**config.mk**
```make
export PLATFORM = sky130hd
export DESIGN_NAME = uart_byte_sink
export DESIGN_NICKNAME = d
export VERILOG_FILES = /design/src/rtl/uart_byte_sink.sv
export SDC_FILE = /design/constraint.sdc
export NUM_CORES = 1
export LEC_CHECK = 0
export BUFFER_PORTS_ARGS = -buffer_cell sky130_fd_sc_hd__buf_2
export CORE_MARGIN = 5
export CORE_UTILIZATION = 43
export CTS_BUF_LIST = sky130_fd_sc_hd__clkbuf_8
export DETAILED_ROUTE_END_ITERATION = 12
export HOLD_SLACK_MARGIN = 0.06
export PLACE_DENSITY = 0.58
export SYNTH_ARGS = -nofsm -noshare
export SYNTH_HDL_FRONTEND = slang
export SYNTH_SLANG_ARGS = --single-unit
```
**constraint.sdc**
```tcl
create_clock -name clk -period 6.2 [get_ports clk]
set_input_delay 1.24 -clock clk [delete_from_list [all_inputs] [get_ports clk]]
set_output_delay 1.24 -clock clk [all_outputs]
set_load 0.02 [all_outputs]
```
**src/rtl/uart_byte_sink.sv**
```systemverilog
// UART receiver (8N1, LSB first) feeding a first-word-fall-through byte FIFO.
// Detects start edges on a synchronized line, samples mid-bit, and flags framing errors and drops.
module uart_byte_sink #(
    parameter int FIFO_DEPTH = 8,
    parameter int LVL_W      = 4
) (
    input  logic             clk,
    input  logic             rst,
    input  logic             rxd,
    input  logic [15:0]      baud_div,
    output logic [7:0]       m_data,
    output logic             m_valid,
    input  logic             m_ready,
    output logic [LVL_W-1:0] level,
    output logic             frame_err,
    output logic             overflow,
    output logic [2:0]       dbg_state
);
    localparam int AW = (FIFO_DEPTH > 1) ? $clog2(FIFO_DEPTH) : 1;

    typedef enum logic [2:0] {
        S_IDLE  = 3'd0,
        S_START = 3'd1,
        S_DATA  = 3'd2,
        S_STOP  = 3'd3,
        S_BREAK = 3'd4
    } state_t;

    state_t           state_q, state_d;
    logic             sync1_q, sync2_q, prev_q;
    logic [1:0]       warm_q, warm_d;
    logic [15:0]      cnt_q, cnt_d;
    logic [15:0]      div_q, div_d;
    logic [2:0]       bit_q, bit_d;
    logic [7:0]       shift_q, shift_d;
    logic             frame_err_q, frame_err_d;
    logic             overflow_q, overflow_d;
    logic [AW-1:0]    wr_ptr_q, wr_ptr_d, rd_ptr_q, rd_ptr_d;
    logic [LVL_W-1:0] count_q, count_d;
    logic [7:0]       mem_q [FIFO_DEPTH];

    logic [15:0] eff_div;
    logic        fall, expire, push, pop, full, wr_en;

    assign eff_div = (baud_div < 16'd4) ? 16'd4 : baud_div;
    // The edge detector only trusts prev_q once it holds a real line sample,
    // so a line held low through reset release is not mistaken for a start bit.
    assign fall    = (warm_q == 2'd3) && prev_q && !sync2_q;
    assign expire  = (cnt_q <= 16'd1);
    assign warm_d  = (warm_q == 2'd3) ? warm_q : warm_q + 2'd1;

    always_comb begin
        state_d     = state_q;
        cnt_d       = (cnt_q != 16'd0) ? cnt_q - 16'd1 : cnt_q;
        div_d       = div_q;
        bit_d       = bit_q;
        shift_d     = shift_q;
        push        = 1'b0;
        frame_err_d = 1'b0;
        case (state_q)
            S_IDLE: begin
                if (fall) begin
                    div_d   = eff_div;
                    cnt_d   = eff_div >> 1;
                    state_d = S_START;
                end
            end
            S_START: begin
                if (expire) begin
                    if (sync2_q) begin
                        state_d = S_IDLE;
                    end else begin
                        cnt_d   = div_q;
                        bit_d   = 3'd0;
                        state_d = S_DATA;
                    end
                end
            end
            S_DATA: begin
                if (expire) begin
                    shift_d = {sync2_q, shift_q[7:1]};
                    cnt_d   = div_q;
                    bit_d   = bit_q + 3'd1;
                    if (bit_q == 3'd7) state_d = S_STOP;
                end
            end
            S_STOP: begin
                if (expire) begin
                    if (sync2_q) begin
                        push    = 1'b1;
                        state_d = S_IDLE;
                    end else begin
                        frame_err_d = 1'b1;
                        state_d     = S_BREAK;
                    end
                end
            end
            S_BREAK: begin
                if (sync2_q) state_d = S_IDLE;
            end
            default: state_d = S_IDLE;
        endcase
    end

    // Consumer handshake: a byte transfers on any clock where m_valid && m_ready;
    // m_data is held stable while m_valid is high and not yet accepted.
    assign full       = (count_q == LVL_W'(FIFO_DEPTH));
    assign pop        = m_valid && m_ready;
    assign wr_en      = push && (!full || pop);
    assign overflow_d = push && full && !pop;

    always_comb begin
        wr_ptr_d = wr_en ? wr_ptr_q + AW'(1) : wr_ptr_q;
        rd_ptr_d = pop ? rd_ptr_q + AW'(1) : rd_ptr_q;
        count_d  = count_q;
        if (wr_en && !pop) count_d = count_q + LVL_W'(1);
        else if (!wr_en && pop) count_d = count_q - LVL_W'(1);
    end

    always_ff @(posedge clk or posedge rst) begin
        if (rst) begin
            sync1_q     <= 1'b1;
            sync2_q     <= 1'b1;
            prev_q      <= 1'b1;
            warm_q      <= 2'd0;
            state_q     <= S_IDLE;
            cnt_q       <= 16'd0;
            div_q       <= 16'd0;
            bit_q       <= 3'd0;
            shift_q     <= 8'd0;
            frame_err_q <= 1'b0;
            overflow_q  <= 1'b0;
            wr_ptr_q    <= '0;
            rd_ptr_q    <= '0;
            count_q     <= '0;
        end else begin
            sync1_q     <= rxd;
            sync2_q     <= sync1_q;
            prev_q      <= sync2_q;
            warm_q      <= warm_d;
            state_q     <= state_d;
            cnt_q       <= cnt_d;
            div_q       <= div_d;
            bit_q       <= bit_d;
            shift_q     <= shift_d;
            frame_err_q <= frame_err_d;
            overflow_q  <= overflow_d;
            wr_ptr_q    <= wr_ptr_d;
            rd_ptr_q    <= rd_ptr_d;
            count_q     <= count_d;
        end
    end

    always_ff @(posedge clk) begin
        if (wr_en) mem_q[wr_ptr_q] <= shift_q;
    end

    assign m_data    = mem_q[rd_ptr_q];
    assign m_valid   = (count_q != '0);
    assign level     = count_q;
    assign frame_err = frame_err_q;
    assign overflow  = overflow_q;
    assign dbg_state = state_q;
endmodule

```
After elaboration in Yosys (flattened, before gate mapping)
Memories as Yosys holds them, arrays and structs flattened.
Index checks and enable logic that the tools add are counted.
{"block": "op_classes", "reduce_logical": 22, "n_lt_le_gt_ge": 2, "n_mux": 30, "eq_ne": 14, "n_addsub": 7}
{"cell": "$mux W16", "n": 6}
{"cell": "$pmux W16 S3", "n": 1}
{"cell": "$mux W3", "n": 10}
{"cell": "$le A16 B1 Y1 const B", "n": 1}
{"cell": "$lt A16 B3 Y1 const B", "n": 1}
{"cell": "$reduce_bool A16 Y1", "n": 1}
{"cell": "$sub A16 B1 Y16 const B", "n": 1}
{"cell": "$pmux W3 S5", "n": 1}
{"cell": "$ne A2 B2 Y1 const B", "n": 7}
{"cell": "$add A3 B1 Y3 const B", "n": 3}
{"cell": "$logic_and A1 B1 Y1", "n": 8}
{"cell": "$mux W1", "n": 8}
{"cell": "$mux W4", "n": 2}
{"cell": "$eq A3 B2 Y1 const B", "n": 2}
{"cell": "$eq A3 B3 Y1 const B", "n": 2}
{"cell": "$pmux W3 S2", "n": 1}
{"cell": "$reduce_and A6 Y1", "n": 1}
{"cell": "$add A4 B1 Y4 const B", "n": 1}
{"cell": "$eq A4 B4 Y1 const B", "n": 1}
{"cell": "$logic_not A1 Y1", "n": 4}
{"cell": "$reduce_and A2 Y1", "n": 2}
{"cell": "$reduce_and A4 Y1", "n": 1}
{"cell": "$reduce_bool A2 Y1", "n": 2}
{"cell": "$reduce_bool A4 Y1", "n": 1}
{"cell": "7 further kinds", "n": 7}
{"block": "word_totals", "out_inout_bits": 18, "in_bits": 20, "regBits": 63, "wordCells": 90, "n_memories": 1, "mem_bits_rw": 64}
{"name": "mem_q", "depth": 8, "width": 8, "read_ports": 1, "rd_ports_with_merged_regs": 0, "wr": 1, "line": "40", "text": "logic [7:0] mem_q [FIFO_DEPTH];"}

Depth between registers and ports, before layout
Gate-level depths: netlist of the first run.
{"block": "logic_depth", "depth_word": 8, "ltp_mapped": 13, "ltp_nobuf": 13}

Least setup slack after synthesis of the first run
OpenSTA, ideal clock, no wires.
{"block": "synth_path", "kind": "input to register", "startpoint": "in m_ready", "endpoint": "reg count_q[3] (netlist: level[3])", "setup_time_ns": 0.132, "path_stages": 11, "path_buffers": 0, "required_ns": 6.068, "arrival_ns": 3.070, "slack_ns": 2.998, "path_cell_list": "nand2b_1 -> nor4_1 -> nor4_4 -> ha_1 -> inv_1 -> ha_1 -> a21o_1 -> a21oi_1 -> xnor2_1 -> nor2_1 -> xor2_1"}
{"block": "synth_between", "elab_chain_cells": 6, "word_cells_on_any_way": 9, "classes_between": "1 x mux; 8 x reduce/logical"}
{"element": "start: declaration", "line": "13", "text": "input logic m_ready,"}
{"element": "$logic_and A1 B1 Y1 *", "line": "108", "text": "assign pop = m_valid && m_ready;"}
{"element": "$logic_or A1 B1 Y1 *", "line": "109", "text": "assign wr_en = push && (!full || pop);"}
{"element": "$logic_and A1 B1 Y1 *", "line": "109"}
{"element": "net wr_en", "line": "43", "text": "logic fall, expire, push, pop, full, wr_en;"}
{"element": "$logic_not A1 Y1", "line": "117", "text": "else if (!wr_en && pop) count_d = count_q - LVL_W'(1);"}
{"element": "$logic_and A1 B1 Y1", "line": "117"}
{"element": "$reduce_bool A2 Y1 (no source line)"}
{"element": "end signal: assignment", "line": "150", "text": "count_q <= count_d;"}
{"element": "end: declaration", "line": "39", "text": "logic [LVL_W-1:0] count_q, count_d;"}
The timed path passes the listed nets; every way through them passes the cells marked *.
A chain may end at the register's enable or synchronous reset.

Worst setup path after layout of the first run
{"block": "layout_path", "startpoint": "reg rd_ptr_q[0]", "endpoint": "out m_data[7]"}
{"block": "layout_between", "elab_chain_cells": 1}
{"element": "start: declaration", "line": "38", "text": "logic [AW-1:0] wr_ptr_q, wr_ptr_d, rd_ptr_q, rd_ptr_d;"}
{"element": "start signal: assignment", "line": "149", "text": "rd_ptr_q <= rd_ptr_d;"}
{"element": "$mem_v2 Z8 W8"}
{"element": "end: declaration", "line": "11", "text": "output logic [7:0] m_data,"}
Every way passes these cells.

==> results.json, run 1 <==
{
  "drive_above_1_share_pct": 28.9,
  "cts_repair_resize_count": 0,
  "cts-htree-levels": 4,
  "cp_max_fo": 18,
  "worst_ep_required_time_ns": 4.96,
  "die-width_um": 125,
  "chipHeight_um": 125,
  "setup.worst_path.end": "m_data[7]",
  "final_common_cell": "sky130_fd_sc_hd__edfxtp_1",
  "seq_area_um2": 3500,
  "max_slew.worst_pin.slew_ns": 1.11,
  "synthFlopType": "sky130_fd_sc_hd__edfxtp_1",
  "run_status": "completed",
  "total_leakage_power_uw": 0.00243,
  "final_design_area_no_fill_um2": 6370,
  "rows": 41,
  "gr-usage-met3_pct": 4.50,
  "clockBufferDepth": 2,
  "post_synth_cell_types": 48,
  "gr-usage-met1_pct": 19.3,
  "io_pins": 38,
  "report.final.hold_viol_count": 0,
  "core-area_um2": 12800,
  "post-route-min-period_ns": 3.84,
  "fin_setup_tns_ns": 0,
  "drt_pre_antenna_iters": 4,
  "critical_path.reg2reg.endpoint": "level[3]$_DFFE_PP0P_",
  "worstSetupEndpointType": "primary output",
  "globalRoute.busiestLayer": "met2",
  "routedWlPerCell_um": 17.5,
  "syn_to_final_growth_pct": 12.7,
  "synth_warnings": 0,
  "drt-initial-drc-count": 178,
  "cts_hold_buffers": 0,
  "post-cts-setup-buffers": 0,
  "routed_wirelength_um": 11200,
  "critPathLaunchType": "register",
  "antenna_violations_before_repair": 0,
  "critPathKind": "reg2out",
  "cellPowerDensity_nw_per_um2": 406,
  "grt-ovfl-total": 0,
  "post_synth_inst_count": 410,
  "tritoncts": "built",
  "avgViaCountPerCell": 5.26,
  "setup.reg_to_reg.worst_slack_ns": 2.90,
  "synth.ff_latch_count": 127,
  "routed-via-count": 3379,
  "maxSlewViolCount": 0,
  "ys_seq_area_share_pct": 62.0,
  "placement.cell_area_um2": 6020,
  "postSynth.asyncResetShare_pct": 49.6,
  "syn-cell-area_um2": 5650,
  "final_nets": 488,
  "number_of_antenna_violating_nets_in_the_routed_design": 0,
  "dp_hpwl_um": 7420,
  "io_buffers": 37,
  "timing.max_cap.violations": 0,
  "final.setup_skew_ns": 0.0101,
  "start_util_pct": 44.3,
  "design.die.area_um2": 15500,
  "most_frequent_cells_in_the_layout": "64 x sky130_fd_sc_hd__edfxtp_1, 60 x sky130_fd_sc_hd__dfrtp_1, 55 x sky130_fd_sc_hd__nand2_1, 37 x sky130_fd_sc_hd__buf_2, 23 x sky130_fd_sc_hd__nor2_1",
  "gp_congestion": 0.778,
  "synthesis.nets": 441,
  "post_route_drc": 0,
  "startpoint": "rd_ptr_q[0]$_DFFE_PP0P_",
  "post_synth.cell_area_avg_um2": 13.8,
  "insertion_delay_ns": 0.44,
  "largest_net_degree_at_the_start_of_global_routing": 64,
  "r2r_start": "cnt_q[10]$_DFF_PP0_",
  "grt_first_pass_wirelength_um": 18600,
  "fillerInstances": 1128,
  "met2_usage_pct": 25.3,
  "rsz0062_at_grt": "false",
  "path_clk_slew_ns": 0.08,
  "global_route.usage.total_pct": 15.3,
  "achievable-frequency_mhz": 261,
  "synth_enable_flop_cells": 64,
  "period_utilization_pct": 61.9,
  "insertedDiodeCount": 0,
  "finalSetupViolCount": 0,
  "max_slew_margin_pct": 26.2,
  "r2r.worst_path.cells": 11,
  "cts.sink_count": 127,
  "vdd_drop_max_mv": 0.231,
  "cp_data_arrival_time_ns": 2.60,
  "cts-buffers-inserted": 17,
  "hold_path_class": "reg2reg",
  "cts_root_buffer": "sky130_fd_sc_hd__clkbuf_8",
  "grt_pass1_vias": 3546,
  "multi_input_comb_area_um2": 2050
}
[cell type report]
type,instances,share of cell area [%]
clock buffers,17,3.67
clock inverters,15,1.75
inverters,10,0.589
multi-input cells,259,32.1
flip-flops and latches,127,55.0
well taps,172,3.38
repair buffers,42,3.50
[sequential cells by signal (all words and copies together), names as in the netlist]
register and flops:
cnt_q 16, dbg_state 3, rd_ptr_q 3, sync1_q 1, prev_q 1, wr_ptr_q 3
sync2_q 1, overflow 1, frame_err 1, warm_q 2, mem_q 64, shift_q 8
div_q 16, bit_q 3, level 4
[Yosys cell counts, types with 8 or more instances]
| library cell | count | share of area (%) |
|---|---|---|
| sky130_fd_sc_hd__nor4_1 | 8 | 0.89 |
| sky130_fd_sc_hd__mux2_2 | 20 | 4.0 |
| sky130_fd_sc_hd__nand2_1 | 55 | 3.7 |
| sky130_fd_sc_hd__o21ai_0 | 9 | 0.80 |
| sky130_fd_sc_hd__nor3_1 | 14 | 1.2 |
| sky130_fd_sc_hd__clkbuf_1 | 9 | 0.60 |
| sky130_fd_sc_hd__xnor2_1 | 15 | 2.3 |
| sky130_fd_sc_hd__o21ai_2 | 10 | 1.5 |
| sky130_fd_sc_hd__mux4_2 | 16 | 6.4 |
| sky130_fd_sc_hd__dfrtp_1 | 60 | 27 |
| sky130_fd_sc_hd__ha_1 | 10 | 2.2 |
| sky130_fd_sc_hd__inv_1 | 10 | 0.66 |
| sky130_fd_sc_hd__edfxtp_1 | 64 | 34 |
| sky130_fd_sc_hd__nor2_1 | 23 | 1.5 |
| sky130_fd_sc_hd__a21oi_1 | 10 | 0.89 |
| sky130_fd_sc_hd__a22oi_1 | 13 | 1.7 |
[worst min path at each step]
| stage | start | to | slack (ns) | depth (start not counted) |
|---|---|---|---|---|
| 4_1_cts | sync1_q$_DFF_PP1_ | sync2_q$_DFF_PP1_ | 0.36 | 0 |
| 6_report | sync1_q$_DFF_PP1_ | sync2_q$_DFF_PP1_ | 0.36 | 0 |
| 3_3_place_gp | sync1_q$_DFF_PP1_ | sync2_q$_DFF_PP1_ | 0.35 | 0 |
| 3_5_place_dp | sync1_q$_DFF_PP1_ | sync2_q$_DFF_PP1_ | 0.35 | 0 |
| 5_1_grt | sync1_q$_DFF_PP1_ | sync2_q$_DFF_PP1_ | 0.37 | 0 |
| 2_1_floorplan | sync1_q$_DFF_PP1_ | sync2_q$_DFF_PP1_ | 0.35 | 0 |
[worst max-delay path: stages, from the launching register on]
cell	delay [ns]
sky130_fd_sc_hd__dfrtp_1	1.08
sky130_fd_sc_hd__mux4_2	0.62
sky130_fd_sc_hd__mux2_2	0.29
sky130_fd_sc_hd__buf_2	0.16
[cell families (layout without fill, tap and decap cells)]
| logic type | after synthesis | in the layout | synth area share [%] |
|---|---|---|---|
| xor gates and xnor gates | 18 | 18 | 2.79 |
| DFF | 127 | 127 | 62.0 |
| AOI/OAI and AO/OA | 52 | 52 | 6.42 |
| and+or+nand+nor | 138 | 138 | 13.3 |
| buffers and inverters | 24 | 84 | 1.95 |
| muxes | 40 | 40 | 11.1 |
| adders and majority gates | 11 | 11 | 2.57 |
[stage by stage]
stage / power (uW) / hold WS (ns) / utilization [%] / cells / setup slack [ns]
finish: 2580 / 0.358 / 49.9 / 642 / 2.36
global route: 2740 / 0.367 / 49.9 / 642 / 2.17
CTS: 2620 / 0.359 / 49.9 / 642 / 2.27
detailed placement: 1990 / 0.347 / 47.2 / 610 / 2.65
global placement: 1970 / 0.346 / 47.2 / 610 / 2.76
floorplan: 1790 / 0.345 / - / 410 / 3.00
[routing by layer]
layer / vias up / share of wire [%]
met5: - / 0
met3: 16 / 3.0
met4: 0 / 1.5
met2: 45 / 50
li1: 1635 / -
met1: 1683 / 45
[power breakdown]
group	switching [uW]	leakage [uW]	internal (uW)
sequential	197	0.00138	1010
clock	345	0.000175	279
combinational	374	0.000871	381
total	916	0.00243	1670
Note: power is estimated with default switching activity, not from simulation.
==> inputs of run 2 (changes only) <==
--- a/config.mk
+++ b/config.mk
@@ -11,7 +11,7 @@
 export CTS_BUF_LIST = sky130_fd_sc_hd__clkbuf_8
 export DETAILED_ROUTE_END_ITERATION = 12
 export HOLD_SLACK_MARGIN = 0.06
-export PLACE_DENSITY = 0.58
+export PLACE_DENSITY = 0.6
 export SYNTH_ARGS = -nofsm -noshare
 export SYNTH_HDL_FRONTEND = slang
 export SYNTH_SLANG_ARGS = --single-unit
==> constraint.sdc (replaced) <==
create_clock -name clk -period 3.3 [get_ports clk]
set_input_delay 0.66 -clock clk [delete_from_list [all_inputs] [get_ports clk]]
set_output_delay 0.66 -clock clk [all_outputs]
set_load 0.02 [all_outputs]
==> run 2 against run 1 <==
  * First-iteration DRC count is 11% higher
  * Largest power group unchanged
  * Core utilization is 1.0 points higher
  * Sequential power grew 84%
  * Critical path type unchanged
  * Largest cell class unchanged
  * Clock skew up 0.0027 ns
==> results.json, run 2 (synthesized netlist as in run 1, its figures left out) <==
{
  "run_status": "completed",
  "final-instance-count-excl-fill": 655,
  "die-width_um": 125,
  "final_common_cell": "sky130_fd_sc_hd__edfxtp_1",
  "drt-initial-drc-count": 197,
  "worst_ep_required_time_ns": 2.64,
  "largest_net_degree_at_the_start_of_global_routing": 38,
  "io_pins": 38,
  "dpl.cell_count": 623,
  "timing.max_cap.violations": 0,
  "rsz0062_at_grt": "false",
  "most_frequent_cells_in_the_layout": "64 x sky130_fd_sc_hd__edfxtp_1, 60 x sky130_fd_sc_hd__dfrtp_1, 55 x sky130_fd_sc_hd__nand2_1, 37 x sky130_fd_sc_hd__buf_2, 23 x sky130_fd_sc_hd__nor2_1",
  "period_utilization_pct": 86.2,
  "drive_above_1_share_pct": 31.1,
  "cts_repair_resize_count": 0,
  "routedWlPerCell_um": 16.7,
  "final_nets": 501,
  "cts_root_buffer": "sky130_fd_sc_hd__clkbuf_8",
  "drt_pre_antenna_iters": 5,
  "max_slew.worst_pin.slew_ns": 0.863,
  "routed_wirelength_um": 10900,
  "power.share.clock_pct": 25.0,
  "cts-buffers-inserted": 17,
  "tritoncts": "built",
  "cts-htree-levels": 4,
  "grt_first_pass_wirelength_um": 18400,
  "hold_path_class": "in2async",
  "cellPowerDensity_nw_per_um2": 764,
  "clockBufferDepth": 2,
  "cellInternalPower_uw": 3240,
  "finalSetupViolCount": 0,
  "cp_data_arrival_time_ns": 2.18,
  "cts.sink_count": 127,
  "hold_slack_ns": 0.293,
  "post-cts-setup-buffers": 0,
  "insertion_delay_ns": 0.45,
  "gp_congestion": 0.800,
  "switching_power_uw": 1730,
  "cts_hold_buffers": 0,
  "achievable-frequency_mhz": 352,
  "max_slew_margin_pct": 41.9,
  "number_of_antenna_violating_nets_in_the_routed_design": 0,
  "critPathKind": "reg2out",
  "antenna_violations_before_repair": 0,
  "worstSetupEndpointType": "primary output",
  "post_route_drc": 0,
  "rows": 41,
  "grt-ovfl-total": 0,
  "design.die.area_um2": 15500,
  "report.final.hold_viol_count": 0,
  "start_util_pct": 44.3,
  "regMostFlops": "mem_q",
  "cp_max_fo": 16,
  "chipHeight_um": 125,
  "vdd_drop_max_mv": 0.348,
  "combinational_fraction_of_design_power_pct": 30.5,
  "total_leakage_power_uw": 0.00251,
  "routed-via-count": 3407,
  "final.setup_skew_ns": 0.0128,
  "path_clk_slew_ns": 0.08,
  "syn_to_final_growth_pct": 15.0,
  "insertedDiodeCount": 0,
  "critPathLaunchType": "register",
  "sequentialPowerShare_pct": 44.5,
  "global_route.usage.total_pct": 15.2,
  "dp_hpwl_um": 7410,
  "switching_share_pct": 34.8,
  "core-area_um2": 12800,
  "grt_pass1_vias": 3530,
  "maxSlewViolCount": 0,
  "largest_register_ffs": 64,
  "io_buffers": 37,
  "fin_setup_tns_ns": 0,
  "post-route-min-period_ns": 2.84,
  "avgViaCountPerCell": 5.20,
  "reg_top3": "mem_q x64, cnt_q x16, div_q x16"
}
[run 2: per-stage QoR]
step | worst slack, ns | utilization [%] | total power [uW] | area, um2
6_report | 0.455 | 50.9 | 4970 | 6500
5_1_grt | 0.245 | 50.9 | 5290 | 6500
4_1_cts | 0.399 | 50.9 | 5040 | 6500
3_5_place_dp | 0.463 | 48.0 | 3790 | 6130
3_3_place_gp | 0.527 | 48.0 | 3750 | 6130
2_1_floorplan | 0.430 | - | 3360 | 5650
[run 2: final timing paths]
check                      cells past startpoint  slack (ns)                       to                    start
setup / recovery                               4        0.46                m_data[7]  rd_ptr_q[0]$_DFFE_PP0P_
hold / removal                                 2        0.29  wr_ptr_q[1]$_DFFE_PP0P_                      rst
setup reg to reg                              11        0.48     level[3]$_DFFE_PP0P_       cnt_q[5]$_DFF_PP0_
hold reg to reg                                0        0.36        sync2_q$_DFF_PP1_        sync1_q$_DFF_PP1_
max in group asynchronous                      3        2.33        sync1_q$_DFF_PP1_                      rst
min in group clk                               1        0.31        sync1_q$_DFF_PP1_                      rxd
[run 2: layout make-up]
class	count	area [um2]
multi-input combinational	259	2050
fill	1125	6270
tap	172	215
timing repair buffer	55	333
clock inverter	15	135
sequential	127	3500
inverter	10	37.5
clock buffer	17	234
[run 2: layer usage]
layer  vias to the layer above  track usage, %  routed length, um
met3                        13            4.59                383
met1                      1679            18.3               4760
met5                         -               0                  0
met2                        56            25.6               5620
li1                       1659               -                  -
met4                         0            5.74                157
[run 2: worst max-delay path: stages (launching register included)]
cell and delay, ns:
sky130_fd_sc_hd__dfrtp_1 0.39, sky130_fd_sc_hd__buf_4 0.33, sky130_fd_sc_hd__mux4_2 0.55, sky130_fd_sc_hd__mux2_2 0.29, sky130_fd_sc_hd__buf_2 0.16
[run 2: power by group through the flow]
stage / Combinational [uW] / Clock (uW) / Sequential, uW
finish: 1520 / 1240 / 2210
global route: 1670 / 1350 / 2270
CTS: 1540 / 1270 / 2220
detailed placement: 1540 / 0 / 2250
global placement: 1520 / 0 / 2230
floorplan: 1220 / 0 / 2150
==> inputs of run 3 (changes only) <==
--- a/config.mk
+++ b/config.mk
@@ -8,9 +8,9 @@
 export BUFFER_PORTS_ARGS = -buffer_cell sky130_fd_sc_hd__buf_2
 export CORE_MARGIN = 5
 export CORE_UTILIZATION = 43
-export CTS_BUF_LIST = sky130_fd_sc_hd__clkbuf_8
 export DETAILED_ROUTE_END_ITERATION = 12
 export HOLD_SLACK_MARGIN = 0.06
+export MAX_ROUTING_LAYER = met4
 export PLACE_DENSITY = 0.6
 export SYNTH_ARGS = -nofsm -noshare
 export SYNTH_HDL_FRONTEND = slang
==> run 3 against run 2 <==
  * Fmax grew 0.54%
  * Cell count is the same
  * Global-route usage grew 0.44 points
  * Wire length grew 0.43%
  * Setup slack gained 0.015 ns
  * Core utilization grew 1.5 points
  * Sequential power is essentially flat
  * Critical endpoint is now level[3]$_DFFE_PP0P_
  * Largest power group unchanged
  * Highest routed layer unchanged
==> results.json, run 3 (synthesized netlist as in run 1, its figures left out) <==
{
  "dp_hpwl_um": 7410,
  "reg_top3": "mem_q x64, cnt_q x16, div_q x16",
  "start_util_pct": 44.3,
  "final_common_cell": "sky130_fd_sc_hd__edfxtp_1",
  "post-cts-setup-buffers": 0,
  "syn_to_final_growth_pct": 18.4,
  "fin_setup_tns_ns": 0,
  "avgViaCountPerCell": 5.22,
  "critPathLaunchType": "register",
  "maxSlewViolCount": 0,
  "vdd_drop_max_mv": 0.379,
  "largest_register_ffs": 64,
  "period_utilization_pct": 85.7,
  "routed-via-count": 3418,
  "hold_slack_ns": 0.323,
  "multi_input_comb_area_um2": 2050,
  "clockBufferDepth": 2,
  "die-width_um": 125,
  "cts.sink_count": 127,
  "cts_root_buffer": "sky130_fd_sc_hd__clkbuf_16",
  "routed_wirelength_um": 11000,
  "insertedDiodeCount": 0,
  "finalSetupViolCount": 0,
  "rsz0062_at_grt": "false",
  "fillerInstances": 1098,
  "drt-initial-drc-count": 179,
  "post_route_drc": 0,
  "io_buffers": 37,
  "chipHeight_um": 125,
  "achievable-frequency_mhz": 353,
  "cts-buffers-inserted": 17,
  "total_leakage_power_uw": 0.00260,
  "tritoncts": "built",
  "run_status": "completed",
  "rows": 41,
  "grt_pass1_vias": 3592,
  "insertion_delay_ns": 0.42,
  "grt-ovfl-total": 0,
  "gp_congestion": 0.811,
  "max_slew_margin_pct": 37.7,
  "post-route-min-period_ns": 2.83,
  "cts_hold_buffers": 0,
  "global_route.usage.total_pct": 15.6,
  "worstSetupEndpointType": "register",
  "cp_max_fo": 7,
  "hold_path_class": "in2async",
  "seq_area_um2": 3500,
  "regMostFlops": "mem_q",
  "max_slew.worst_pin.slew_ns": 0.928,
  "drive_above_1_share_pct": 31.1,
  "cts-htree-levels": 4,
  "worst_ep_required_time_ns": 3.59,
  "final.setup_skew_ns": 0.00719,
  "critPathKind": "reg2reg",
  "routedWlPerCell_um": 16.7,
  "largest_net_degree_at_the_start_of_global_routing": 38,
  "cellPowerDensity_nw_per_um2": 819,
  "path_clk_slew_ns": 0.06,
  "timing.max_cap.violations": 0,
  "final_nets": 501,
  "r2r.worst_path.cells": 11,
  "cp_data_arrival_time_ns": 3.12,
  "grt_first_pass_wirelength_um": 18500,
  "cts_repair_resize_count": 0,
  "most_frequent_cells_in_the_layout": "64 x sky130_fd_sc_hd__edfxtp_1, 60 x sky130_fd_sc_hd__dfrtp_1, 55 x sky130_fd_sc_hd__nand2_1, 37 x sky130_fd_sc_hd__buf_2, 23 x sky130_fd_sc_hd__nor2_1",
  "number_of_antenna_violating_nets_in_the_routed_design": 0,
  "antenna_violations_before_repair": 0,
  "io_pins": 38,
  "report.final.hold_viol_count": 0,
  "design.die.area_um2": 15500,
  "drt_pre_antenna_iters": 4,
  "core-area_um2": 12800
}
## run 3: cell counts in the layout (fill, tap and decap cells not counted)
No cell type changed its count.
## run 3: worst paths after layout
kind	from	endpoint	slack [ns]
worst max-delay path	cnt_q[4]$_DFF_PP0_	level[3]$_DFFE_PP0P_	0.47
worst min-delay path	rst	level[2]$_DFFE_PP0P_	0.32
worst max register to register	cnt_q[4]$_DFF_PP0_	level[3]$_DFFE_PP0P_	0.47
worst min register to register	sync1_q$_DFF_PP1_	sync2_q$_DFF_PP1_	0.36
max in group asynchronous	rst	sync1_q$_DFF_PP1_	2.30
min in group clk	rxd	sync1_q$_DFF_PP1_	0.34
## run 3: per-stage QoR
stage	power, uW	worst slack [ns]	area, um2	instances	utilization (%)
3_3_place_gp	3750	0.527	6130	623	48.0
5_1_grt	5800	0.215	6690	655	52.4
2_1_floorplan	3360	0.430	5650	410	-
4_1_cts	5550	0.434	6690	655	52.4
6_report	5480	0.471	6690	655	52.4
3_5_place_dp	3790	0.463	6130	623	48.0
## run 3: power breakdown
| part | switching, uW | internal, uW | total, uW |
|---|---|---|---|
| Combinational | 773 | 747 | 1520 |
| Sequential | 324 | 1900 | 2220 |
| Clock | 700 | 1040 | 1740 |
## run 3: area by class of cell
| cell class | instances | share of cell area, % |
|---|---|---|
| clock buffer | 17 | 6.36 |
| inverter | 10 | 0.561 |
| timing repair buffer | 55 | 4.97 |
| sequential | 127 | 52.3 |
| multi-input combinational | 259 | 30.6 |
| clock inverter | 15 | 2.02 |
| tap | 172 | 3.21 |
## run 3: routing by layer
layer | wire [um] | vias up | GRT usage [%] | part of all wire, %
li1 | - | 1658 | - | -
met1 | 4850 | 1694 | 18.4 | 44
met2 | 5580 | 48 | 25.6 | 51
met3 | 333 | 18 | 4.16 | 3.0
met4 | 202 | 0 | 6.06 | 1.8
met5 | 0 | - | - | 0
## run 3: critical path: stages, from the launching register on
cell and delay, ns:
sky130_fd_sc_hd__dfrtp_1 0.46, sky130_fd_sc_hd__nor4_4 0.44, sky130_fd_sc_hd__nand3b_1 0.21, sky130_fd_sc_hd__nor4_4 0.31, sky130_fd_sc_hd__ha_1 0.23, sky130_fd_sc_hd__inv_1 0.09
sky130_fd_sc_hd__ha_1 0.28, sky130_fd_sc_hd__a21o_1 0.17, sky130_fd_sc_hd__a21oi_1 0.17, sky130_fd_sc_hd__xnor2_1 0.14, sky130_fd_sc_hd__nor2_1 0.06, sky130_fd_sc_hd__xor2_1 0.14
